File: src/rtl/quadrature_generator.sv
// quadrature_generator: turns signed step commands into A/B quadrature phase
// edges with a running signed position count. Build option QGEN_INDEX_EN adds
// a once-per-revolution index output driven by a wrapping revolution counter.
module quadrature_generator #(
    parameter int unsigned WIDTH          = 16,
    parameter int unsigned PERIOD_W       = 16,
    parameter int unsigned COUNTS_PER_REV = 96
) (
    input  logic                       clk,
    input  logic                       rst,
    input  logic signed [WIDTH-1:0]    cmd_steps,
    input  logic        [PERIOD_W-1:0] cmd_period,
    input  logic                       cmd_valid,
    output logic                       cmd_ready,
    input  logic                       abort,
    output logic                       encoder1,
    output logic                       encoder2,
    output logic signed [WIDTH-1:0]    position,
    output logic                       busy,
    output logic                       done
`ifdef QGEN_INDEX_EN
    ,
    output logic                       index
`endif
);

    typedef enum logic {S_IDLE, S_RUN} state_e;

    state_e              state_q, state_d;
    logic                dir_q, dir_d;           // 1 = reverse
    logic [WIDTH:0]      rem_q, rem_d;           // one extra bit so -2^(W-1) fits
    logic [PERIOD_W-1:0] period_q, period_d;
    logic [PERIOD_W-1:0] timer_q, timer_d;
    logic                a_q, a_d, b_q, b_d;
    logic [WIDTH-1:0]    pos_q, pos_d;
    logic                done_q, done_d;
    logic                step;

    logic [WIDTH:0]      steps_ext;
    logic [WIDTH:0]      cmd_mag;

    // State register: all sequential state with synchronous reset
    always_ff @(posedge clk) begin
        if (rst) begin
            state_q  <= S_IDLE;
            dir_q    <= 1'b0;
            rem_q    <= '0;
            period_q <= '0;
            timer_q  <= '0;
            a_q      <= 1'b0;
            b_q      <= 1'b0;
            pos_q    <= '0;
            done_q   <= 1'b0;
        end else begin
            state_q  <= state_d;
            dir_q    <= dir_d;
            rem_q    <= rem_d;
            period_q <= period_d;
            timer_q  <= timer_d;
            a_q      <= a_d;
            b_q      <= b_d;
            pos_q    <= pos_d;
            done_q   <= done_d;
        end
    end

    // Next-state: command accept, edge timer, phase stepping and position
    always_comb begin
        state_d   = state_q;
        dir_d     = dir_q;
        rem_d     = rem_q;
        period_d  = period_q;
        timer_d   = timer_q;
        a_d       = a_q;
        b_d       = b_q;
        pos_d     = pos_q;
        done_d    = 1'b0;
        step      = 1'b0;
        steps_ext = {cmd_steps[WIDTH-1], cmd_steps};
        cmd_mag   = cmd_steps[WIDTH-1] ? -steps_ext : steps_ext;

        case (state_q)
            S_IDLE: begin
                if (cmd_valid) begin
                    if (cmd_steps == '0) begin
                        done_d = 1'b1;
                    end else begin
                        dir_d    = cmd_steps[WIDTH-1];
                        rem_d    = cmd_mag;
                        period_d = (cmd_period == '0) ? PERIOD_W'(1) : cmd_period;
                        // timer counts down to zero; first edge lands period clocks after accept
                        timer_d  = period_d - PERIOD_W'(1);
                        state_d  = S_RUN;
                    end
                end
            end
            S_RUN: begin
                if (abort) begin
                    state_d = S_IDLE;
                end else if (timer_q == '0) begin
                    step    = 1'b1;
                    timer_d = period_q - PERIOD_W'(1);
                    rem_d   = rem_q - (WIDTH+1)'(1);
                    if (rem_q == (WIDTH+1)'(1)) begin
                        state_d = S_IDLE;
                        done_d  = 1'b1;
                    end
                end else begin
                    timer_d = timer_q - PERIOD_W'(1);
                end
            end
            default: state_d = S_IDLE;
        endcase

        // forward 00->10->11->01, reverse is the exact inverse
        if (step) begin
            if (dir_q) begin
                a_d   = b_q;
                b_d   = ~a_q;
                pos_d = pos_q - WIDTH'(1);
            end else begin
                a_d   = ~b_q;
                b_d   = a_q;
                pos_d = pos_q + WIDTH'(1);
            end
        end
    end

    // Outputs: handshake/status decoded from state, phases from registers
    always_comb begin
        cmd_ready = (state_q == S_IDLE);
        busy      = (state_q == S_RUN);
        encoder1  = a_q;
        encoder2  = b_q;
        position  = pos_q;
        done      = done_q;
    end

`ifdef QGEN_INDEX_EN
    localparam int unsigned REV_W = (COUNTS_PER_REV > 1) ? $clog2(COUNTS_PER_REV) : 1;

    logic [REV_W-1:0] rev_q, rev_d;

    // Revolution counter register
    always_ff @(posedge clk) begin
        if (rst) rev_q <= '0;
        else     rev_q <= rev_d;
    end

    // Revolution counter wraps in both directions alongside each phase edge
    always_comb begin
        rev_d = rev_q;
        if (step) begin
            if (dir_q) rev_d = (rev_q == '0) ? REV_W'(COUNTS_PER_REV - 1) : rev_q - REV_W'(1);
            else       rev_d = (rev_q == REV_W'(COUNTS_PER_REV - 1)) ? '0 : rev_q + REV_W'(1);
        end
    end

    // Index marks revolution position zero
    always_comb begin
        index = (rev_q == '0);
    end
`else
    logic unused_cpr;
    assign unused_cpr = (COUNTS_PER_REV == 0);
`endif

endmodule

File: config.mk
export PLATFORM = sky130hd
export DESIGN_NAME = quadrature_generator
export DESIGN_NICKNAME = d
export VERILOG_FILES = /design/src/rtl/quadrature_generator.sv
export SDC_FILE = /design/constraint.sdc
export NUM_CORES = 1
export LEC_CHECK = 0
export BUFFER_PORTS_ARGS = -buffer_cell sky130_fd_sc_hd__buf_2
export CAP_MARGIN = 15
export CORE_MARGIN = 10
export CORE_UTILIZATION = 55
export CTS_BUF_LIST = sky130_fd_sc_hd__clkbuf_4 sky130_fd_sc_hd__clkbuf_8 sky130_fd_sc_hd__clkbuf_16
export DETAILED_ROUTE_END_ITERATION = 8
export PLACE_DENSITY = 0.76
export SETUP_SLACK_MARGIN = 0.2
export SYNTH_ARGS = -nofsm -noshare
export SYNTH_HDL_FRONTEND = slang
export SYNTH_SLANG_ARGS = --single-unit
File: constraint.sdc
create_clock -name clk -period 3.7 [get_ports clk]
set_clock_uncertainty 0.2 [all_clocks]
set_input_delay 0.185 -clock clk [delete_from_list [all_inputs] [get_ports clk]]
set_output_delay 0.185 -clock clk [all_outputs]
set_load 0.05 [all_outputs]
## After elaboration in Yosys (flattened, before gate mapping)

Index checks and enable logic that the tools add are counted.

- Output and inout port bits: 21
- Logic and storage cells: 61
- Bits in registers: 70

- Reductions and logical operators: 6
- Mux-type cells: 30
- Add/sub/neg operators: 7
- Equal/unequal tests: 5
- Bitwise gates (word level): 4

Operators by type and width:

| cell | number |
|---|---|
| 16-bit 2-to-1 mux | 6 |
| 17-bit 2-to-1 mux | 5 |
| 16-bit by 1-bit subtractor with 16-bit output (second input constant) | 4 |
| 16-bit logical NOT | 3 |
| 17-bit one-hot mux with 2 select lines | 1 |
| 16-bit one-hot mux with 2 select lines | 1 |
| 17-bit by 1-bit == test with 1-bit output (second input constant) | 1 |
| 17-bit negator | 1 |
| 17-bit by 1-bit subtractor with 17-bit output (second input constant) | 1 |
| 16-bit by 1-bit adder with 16-bit output (second input constant) | 1 |
| 1-bit 2-to-1 mux | 15 |
| 2-bit != test (second input constant) | 3 |
| 3-bit AND reduction | 2 |
| 1-bit inverter | 4 |
| 1-bit one-hot mux with 2 select lines | 2 |
| 4-bit AND reduction | 1 |
| 2-bit by 1-bit != test with 1-bit output (second input constant) | 1 |

## Longest topological paths before layout

Gate-level depths: netlist (run 1).

- Word-level depth: 6
- Depth in mapped cells: 11

## Least setup slack after synthesis (run 1)

OpenSTA, ideal clock, no wires.

- Path type: flip-flop to flip-flop
- Start point: register dir_q
- End point: register pos_q[14] (netlist: position[14])
- Arrival time: 2560 ps
- Period minus slack after synthesis: 2880 ps
- Slack: 820 ps
- Cell stages (with the launch flop): 11
- Path buffers: 1
- Library setup time: 120 ps
- Path through: dfxtp_1 clkbuf_1 inv_1 fa_1 nor2b_1 o31ai_1 a211oi_1 nor3_1 o31ai_1 nor4b_1 a211o_1

- Cells in the longest elaborated chain, start to end: 1

Ends and longest elaborated chain:

| item | line | source |
|---|---|---|
| start, declared | 30 | `logic dir_q, dir_d;` |
| start signal, assigned | 56 | `dir_q <= dir_d;` |
| 16-bit 2-to-1 mux | 117 | `if (dir_q) begin` |
| end signal, assigned | 62 | `pos_q <= pos_d;` |
| end, declared | 35 | `logic [WIDTH-1:0] pos_q, pos_d;` |

Every way passes these cells.
A chain may end at the register's enable or synchronous reset.

## Worst setup path in the final report (run 1)

- Start point: input cmd_steps[0]
- End point: register timer_q[6]

- Cells in the longest elaborated chain, start to end: 3

Ends and longest elaborated chain:

| item | line | source |
|---|---|---|
| start, declared | 11 | `input logic signed [WIDTH-1:0] cmd_steps,` |
| 16-bit logical NOT | 85 | `if (cmd_steps == '0) begin` |
| 2-bit != test (no line) | - |  |
| 3-bit AND reduction (no line) | - |  |
| end signal, assigned | 59 | `timer_q <= timer_d;` |
| end, declared | 33 | `logic [PERIOD_W-1:0] timer_q, timer_d;` |

Every way passes these cells.

==> results.md, run 1 <==
* Gr ovfl total at 0
* Hold Path Class: in -> reg
* Hold_sp: cmd_period[0]
* First-pass GRT wire length at ~22000 um
* Post-synth EDFFs at 0
* Flops & latches, synth at 70
* Post-Route Setup TNS at 0 ns
* Ys Warns at 0
* Crit path from: cmd_steps[0]
* Core area at approximately 8600 sq um
* Yosys top cell area share at approximately 30%
* Placed cells at 758
* CTS tree: yes
* Crit path launch type: primary input
* Ys flop type: dfxtp_1
* Yosys cell types at 70
* Clock latency on the worst-skew pair at ~0.35 ns
* Synthesized area per cell at about 7.8 sq um
* Worst-Margin Slew at 0.975 ns
* Data required, critical path at 3.69 ns
* R2R cell count at 9
* Peak VDD IR at a little under 0.2 mV
* Vias at between 4000 and 5000
* Netlist Area Pre-Place at 4800 sq um
* Top fanout value on the critical path at 24
* End of the critical path: timer_q[6]
* Drt via density at 6.03
* CTS sink count at 70
* Static Leak at about 2.2 nW
* Share of layout cells above drive strength 1 at 15.5%
* Largest net degree at the start of global routing at 56
* Synth area leader: dfxtp_1
* Port bufs at 56
* Crit Path Class: in -> reg
* Max Slew Vio Count at 0
* 1st-iter DRT viols at 330
* Post-synthesis sequential area ratio at between 20 and 30%
* Post-route minimum period at a little over 3 ns
* Fmax achieved at 322 MHz
* Vias in the first global route at between 4000 and 5000
* HPWL Detailed at around 9000 um
* Rows at 34
* Die Width at around 110 um
* R2r setup slk at 0.64 ns
* Post-Syn Nets at ~670
* DRC Markers at 0
* GRT Overall Usage at 19.5%
* Fin crit share at 84.0%
* 1st-pass router iterations at 5
* Die H at between 100 and 150 um
* Clock Path Buffers at 2
* # diodes at 0
* Initial Utilization at between 50% and 60%
* Syn-to-layout area delta at 14.9%
* Wire per inst at ~16 um
* Cell count of the worst hold path at 3
* DRT antenna net count at 0
* Clock Root Buffer: clkbuf_8
* Post-Syn Instances at about 620
* Clk slew on worst S/H paths at around 0.07 ns
* Slew headroom at a little over a third
* Post-CTS Resized at 0
* Max Cap Violations at 0
* PD cells at ~360 nW/um^2
* Ys async rst share at 0%
* R2R Path End: position[14]
* Final core occ at between 60% and 70%
* Die footprint at ~13000 sq um
* Fin nets at 733
* H-tree Lvls at 3
* CTS Buf Count at 9
* Ranking of synthesized cells by area: dfxtp_1 29%, nor2_1 5.4%, a21oi_1 5.0%
* Routability Congestion at between 0.8 and 0.9
* Fill cells at ~750
* Crit path capture type: flip-flop
* Status: completed
* Final setup viols at 0
* RSZ-0062 raised after global routing: false
* I/O Pins at 57
* Worst EP arrival at roughly 3.1 ns
* Antenna violations before repair at 0
* Post-route insts no fill at slightly below 800
* Final hold vios at 0
* R2R Path Start: dir_q
* Final wirelength at ~13000 um
-- cells in the final DEF, fill, tap and decap left out, types with 13 or more instances in the layout --
cell type,netlist,final
mux2i_1,16,16
inv_1,16,16
nand2_1,53,53
a211oi_1,13,13
dlygate4sd3_1,0,17
a21oi_1,48,48
nor2_1,69,69
nor3_1,27,27
nand3_1,21,21
o21ai_0,33,33
xnor2_1,18,18
buf_2,14,56
ha_1,18,18
dfxtp_1,70,69
-- repair_timing --
item                      4_1_cts  5_1_grt
hold endpoints to repair       17        0
setup buffers                   0        0
hold buffers                   17        0
-- synth_stat cells (all sizes together), types with 12 or more instances --
cell	number
nor3	28
clkbuf	20
mux2i	16
o21ai	37
xor2	12
dfxtp	70
a21oi	50
xnor2	18
inv	16
nand3	22
ha	18
buf	17
nor2	70
nand2	53
a31oi	13
nor4	13
a211oi	17
-- flip-flops by register name, indices dropped and copies added (netlist names) --
name and flops:
period_q 16, timer_q 16, busy 1, encoder1 1, position 16, rem_q 17, done 1, encoder2 1
dir_q 1
-- through the flow --
stage	worst slack (ns)	power (W)	hold slack, ns	cell area (sq um)
2_1_floorplan	0.820	0.00120	0.132	4800
3_3_place_gp	0.727	0.00130	0.256	5140
3_5_place_dp	0.678	0.00132	0.265	5140
4_1_cts	0.661	0.00197	0.0292	5510
5_1_grt	0.381	0.00207	0.0415	5510
6_report	0.592	0.00197	0.0303	5510
-- routing by layer --
| layer | share of wire [%] | track usage [%] | vias up | wire, um |
|---|---|---|---|---|
| met5 | 0 | 0 | - | 0 |
| met4 | 1.6 | 6.60 | 0 | 197 |
| met3 | 6.8 | 4.62 | 21 | 851 |
| met2 | 45 | 30.5 | 172 | 5710 |
| met1 | 46 | 25.7 | 2174 | 5840 |
| li1 | - | - | 2399 | - |
-- where the power goes --
part	leakage, nW	switching, W	internal [W]
registers	0.573	0.0000516	0.000800
clock network	0.110	0.000299	0.000353
logic	1.51	0.000283	0.000188
-- worst min path at each step --
| stage | slack, ns | to |
|---|---|---|
| final | 0.03 | period_q[0] |
| after global placement | 0.26 | position[6] |
| after detailed placement | 0.27 | rem_q[15] |
| after CTS | 0.03 | done |
| after floorplan | 0.13 | period_q[11] |
| after global routing | 0.04 | period_q[0] |
-- kinds of logic after synthesis --
logic type / synth area share, %
adders and majority gates: 5.11
muxes: 3.34
and+or+nand+nor: 27.0
buffers and inverters: 4.74
AOI/OAI and AO/OA: 25.2
xor gates and xnor gates: 5.47
DFF: 29.2
-- worst max-delay path, stage by stage --
cell and delay, ns:
dlygate4sd3_1 0.52, buf_2 0.14, inv_1 0.05, ha_1 0.22
nor3b_1 0.17, nand3_2 0.12, o311a_1 0.65, a21o_1 0.64
o21ai_0 0.18, a21oi_1 0.16, nor3_1 0.07
-- final cells by class --
cell class | count | area [sq um] | share of cell area (%)
Clock buffer | 12 | 159 | 2.88
Inverter | 16 | 60.1 | 1.09
Timing Repair Buffer | 85 | 541 | 9.80
Tap cell | 108 | 135 | 2.45
Multi-Input combinational cell | 496 | 3170 | 57.5
Sequential cell | 70 | 1400 | 25.4
Clock inverter | 4 | 45.0 | 0.817
(Power assumes the default switching activity.)
==> inputs of run 2 (changes only) <==
==> constraint.sdc (replaced) <==
create_clock -name clk -period 3.22 [get_ports clk]
set_clock_uncertainty 0.2 [all_clocks]
set_input_delay 0.161 -clock clk [delete_from_list [all_inputs] [get_ports clk]]
set_output_delay 0.161 -clock clk [all_outputs]
set_load 0.05 [all_outputs]
==> results.md, run 2 (synthesized netlist as in run 1, its figures left out) <==
* Crit path capture type: flip-flop
* Static Leak at 2.20 nW (+0.34%)
* Most common cell after layout, fill and taps aside: nor2_1
* Clock Path Buffers at 2 (unchanged)
* Routability Congestion at 0.893 (+1.9%)
* Final setup viols at 0 (unchanged)
* Switch share at 33.9% (+1.8 points)
* GRT Overall Usage at 19.6% (+0.075 points)
* Hold Path Class: in -> reg
* CTS Buf Count at 9 (unchanged)
* Clock latency on the worst-skew pair at 0.35 ns (about the same)
* R2R Path End: timer_q[8]
* Gr ovfl total at 0 (unchanged)
* Cell count of the worst hold path at 3 (unchanged)
* Core area at 8590 sq um (unchanged)
* Peak VDD IR at 0.310 mV (+61%)
* Most frequent cells in the layout: 69 x nor2_1, 68 x dfxtp_1, 56 x buf_2
* Fmax achieved at 350 MHz
* Clk pwr share at 29.6% (-3.4 points)
* Fill cells at 767 (+2.0%)
* Hold_sp: cmd_steps[15]
* HPWL Detailed at 9110 um (about the same)
* Die Width at 113 um (unchanged)
* Worst-Margin Slew at 1.12 ns (+0.142 ns)
* Clk slew on worst S/H paths at 0.08 ns (about the same)
* Vias in the first global route at 4621 (+1.3%)
* Fin crit share at approximately 90%
* 1st-iter DRT viols at 353 (+7.0%)
* Post-route minimum period at roughly 2.9 ns
* CTS tree: yes
* R2R cell count at 10 (+1)
* PD cells at 392 nW/um^2 (+9.6%)
* Most flop-heavy register: rem_q
* Final core occ at 64.5% (+0.35 points)
* Post-Route Setup TNS at 0 ns (unchanged)
* RSZ-0062 raised after global routing: false
* R2R Path Start: timer_q[11]
* Endpoint, Worst Hold: dir_q
* Seq pwr share at 44.7% (+1.6 points)
* Die footprint at 12900 sq um (unchanged)
* Final hold vios at 0 (unchanged)
* Syn-to-layout area delta at 15.5%
* Max Cap Violations at 0 (unchanged)
* Clock Root Buffer: clkbuf_8
* Max reg flops at 17 (unchanged)
* First-pass GRT wire length at 21700 um (+1.0%)
* Drt via density at 6.16 (+2.2%)
* Fin nets at 739 (+0.82%)
* Top fanout value on the critical path at 9 (-63%)
* Antenna violations before repair at 0 (unchanged)
* Final wirelength at 12900 um (+2.0%)
* Status: completed
* Crit path launch type: flip-flop
* Max Slew Vio Count at 0 (unchanged)
* Worst EP arrival at 2.94 ns (-0.16 ns)
* I/O Pins at 57 (unchanged)
* # diodes at 0 (unchanged)
* Initial Utilization at 55.9% (unchanged)
* DRT antenna net count at 0 (unchanged)
* Share of layout cells above drive strength 1 at 16.4% (+0.88 points)
* Share of total power in combinational logic at 25.8% (+2.0 points)
* Pint at 0.00144 W (+7.2%)
* Rows at 34 (unchanged)
* Largest net degree at the start of global routing at 61 (+8.9%)
* Wire per inst at 16.1 um (+1.3%)
* Sw Pwr at 0.000737 W (+16%)
* Vias at 4906 (+2.9%)
* R2r setup slk at 0.37 ns (-0.27 ns)
* CTS sink count at 70 (unchanged)
* Slew headroom at 25.5% (-9.5 points)
* Die H at 113 um (unchanged)
* 1st-pass router iterations at 5 (unchanged)
* Port bufs at 56 (unchanged)
* Crit Path Class: reg -> reg
* DRC Markers at 0 (unchanged)
* H-tree Lvls at 3 (unchanged)
* Data required, critical path at 3.31 ns (-0.38 ns)
-- run 2: changes by cell type in the layout (fill, tap and decap cells not counted), sizes merged --
cell,delta
clkinvlp,+3
buf,+4
clkbuf,-2
bufinv,-1
dlygate4sd3,+2
-- run 2: through the flow --
stage | setup slack (ns) | cells | power [W] | hold WS (ns) | area [sq um]
3_3_place_gp | 0.373 | 760 | 0.00151 | 0.231 | 5150
3_5_place_dp | 0.268 | 760 | 0.00152 | 0.245 | 5150
2_1_floorplan | 0.340 | 619 | 0.00137 | 0.108 | 4800
6_report | 0.365 | 797 | 0.00218 | 0.0804 | 5540
4_1_cts | 0.205 | 795 | 0.00218 | 0.0669 | 5520
5_1_grt | 0.194 | 797 | 0.00230 | 0.120 | 5540
-- run 2: timing repair --
action	CTS	global route
hold buffers	19	0
setup buffers	0	2
endpoints found under the setup margin	0	4
hold endpoints to repair	18	0
resized for setup	0	3
-- run 2: critical path, stage by stage, from the launching register on --
cell       delay, ns
dfxtp_1         0.34
nor4_1          0.36
and4_2          0.42
a31oi_1         0.13
o21ai_2         0.16
inv_1           0.06
ha_1            0.24
o2111ai_2       0.18
nor3b_1         0.12
or4_1           0.49
nand3_1         0.09
-- run 2: final cells by class --
| cell class | count | area [sq um] | area share, % |
|---|---|---|---|
| inverter | 16 | 60.1 | 1.08 |
| tap | 108 | 135 | 2.44 |
| clock inverter | 6 | 37.5 | 0.677 |
| timing repair buffer | 91 | 591 | 10.7 |
| clock buffer | 10 | 138 | 2.48 |
| multi-input combinational | 496 | 3180 | 57.3 |
| sequential | 70 | 1400 | 25.3 |
-- run 2: per-layer routing --
metal | GRT usage [%] | vias up | part of all wire, %
met5 | 0 | - | 0
met4 | 6.26 | 0 | 1.7
met3 | 4.78 | 21 | 6.7
met2 | 31.4 | 160 | 46
met1 | 25.2 | 2313 | 46
li1 | - | 2412 | -
-- run 2: how the worst max path moves through the flow --
stage                            from           end  slack (ns)  cells past startpoint
after detailed placement        dir_q  position[14]        0.27                      9
after global routing            dir_q  position[15]        0.19                      8
after global placement          dir_q  position[14]        0.37                      9
after floorplan                 dir_q  position[14]        0.34                     10
after CTS                       dir_q  position[14]        0.21                      9
final                     timer_q[11]    timer_q[8]        0.37                     10
-- run 2: power by group through the flow --
| stage | Combinational, W | Sequential (W) | Clock [W] |
|---|---|---|---|
| 3_3_place_gp | 0.000519 | 0.000986 | 0 |
| 6_report | 0.000561 | 0.000971 | 0.000643 |
| 2_1_floorplan | 0.000392 | 0.000982 | 0 |
| 3_5_place_dp | 0.000533 | 0.000988 | 0 |
| 5_1_grt | 0.000619 | 0.000977 | 0.000700 |
| 4_1_cts | 0.000553 | 0.000969 | 0.000658 |
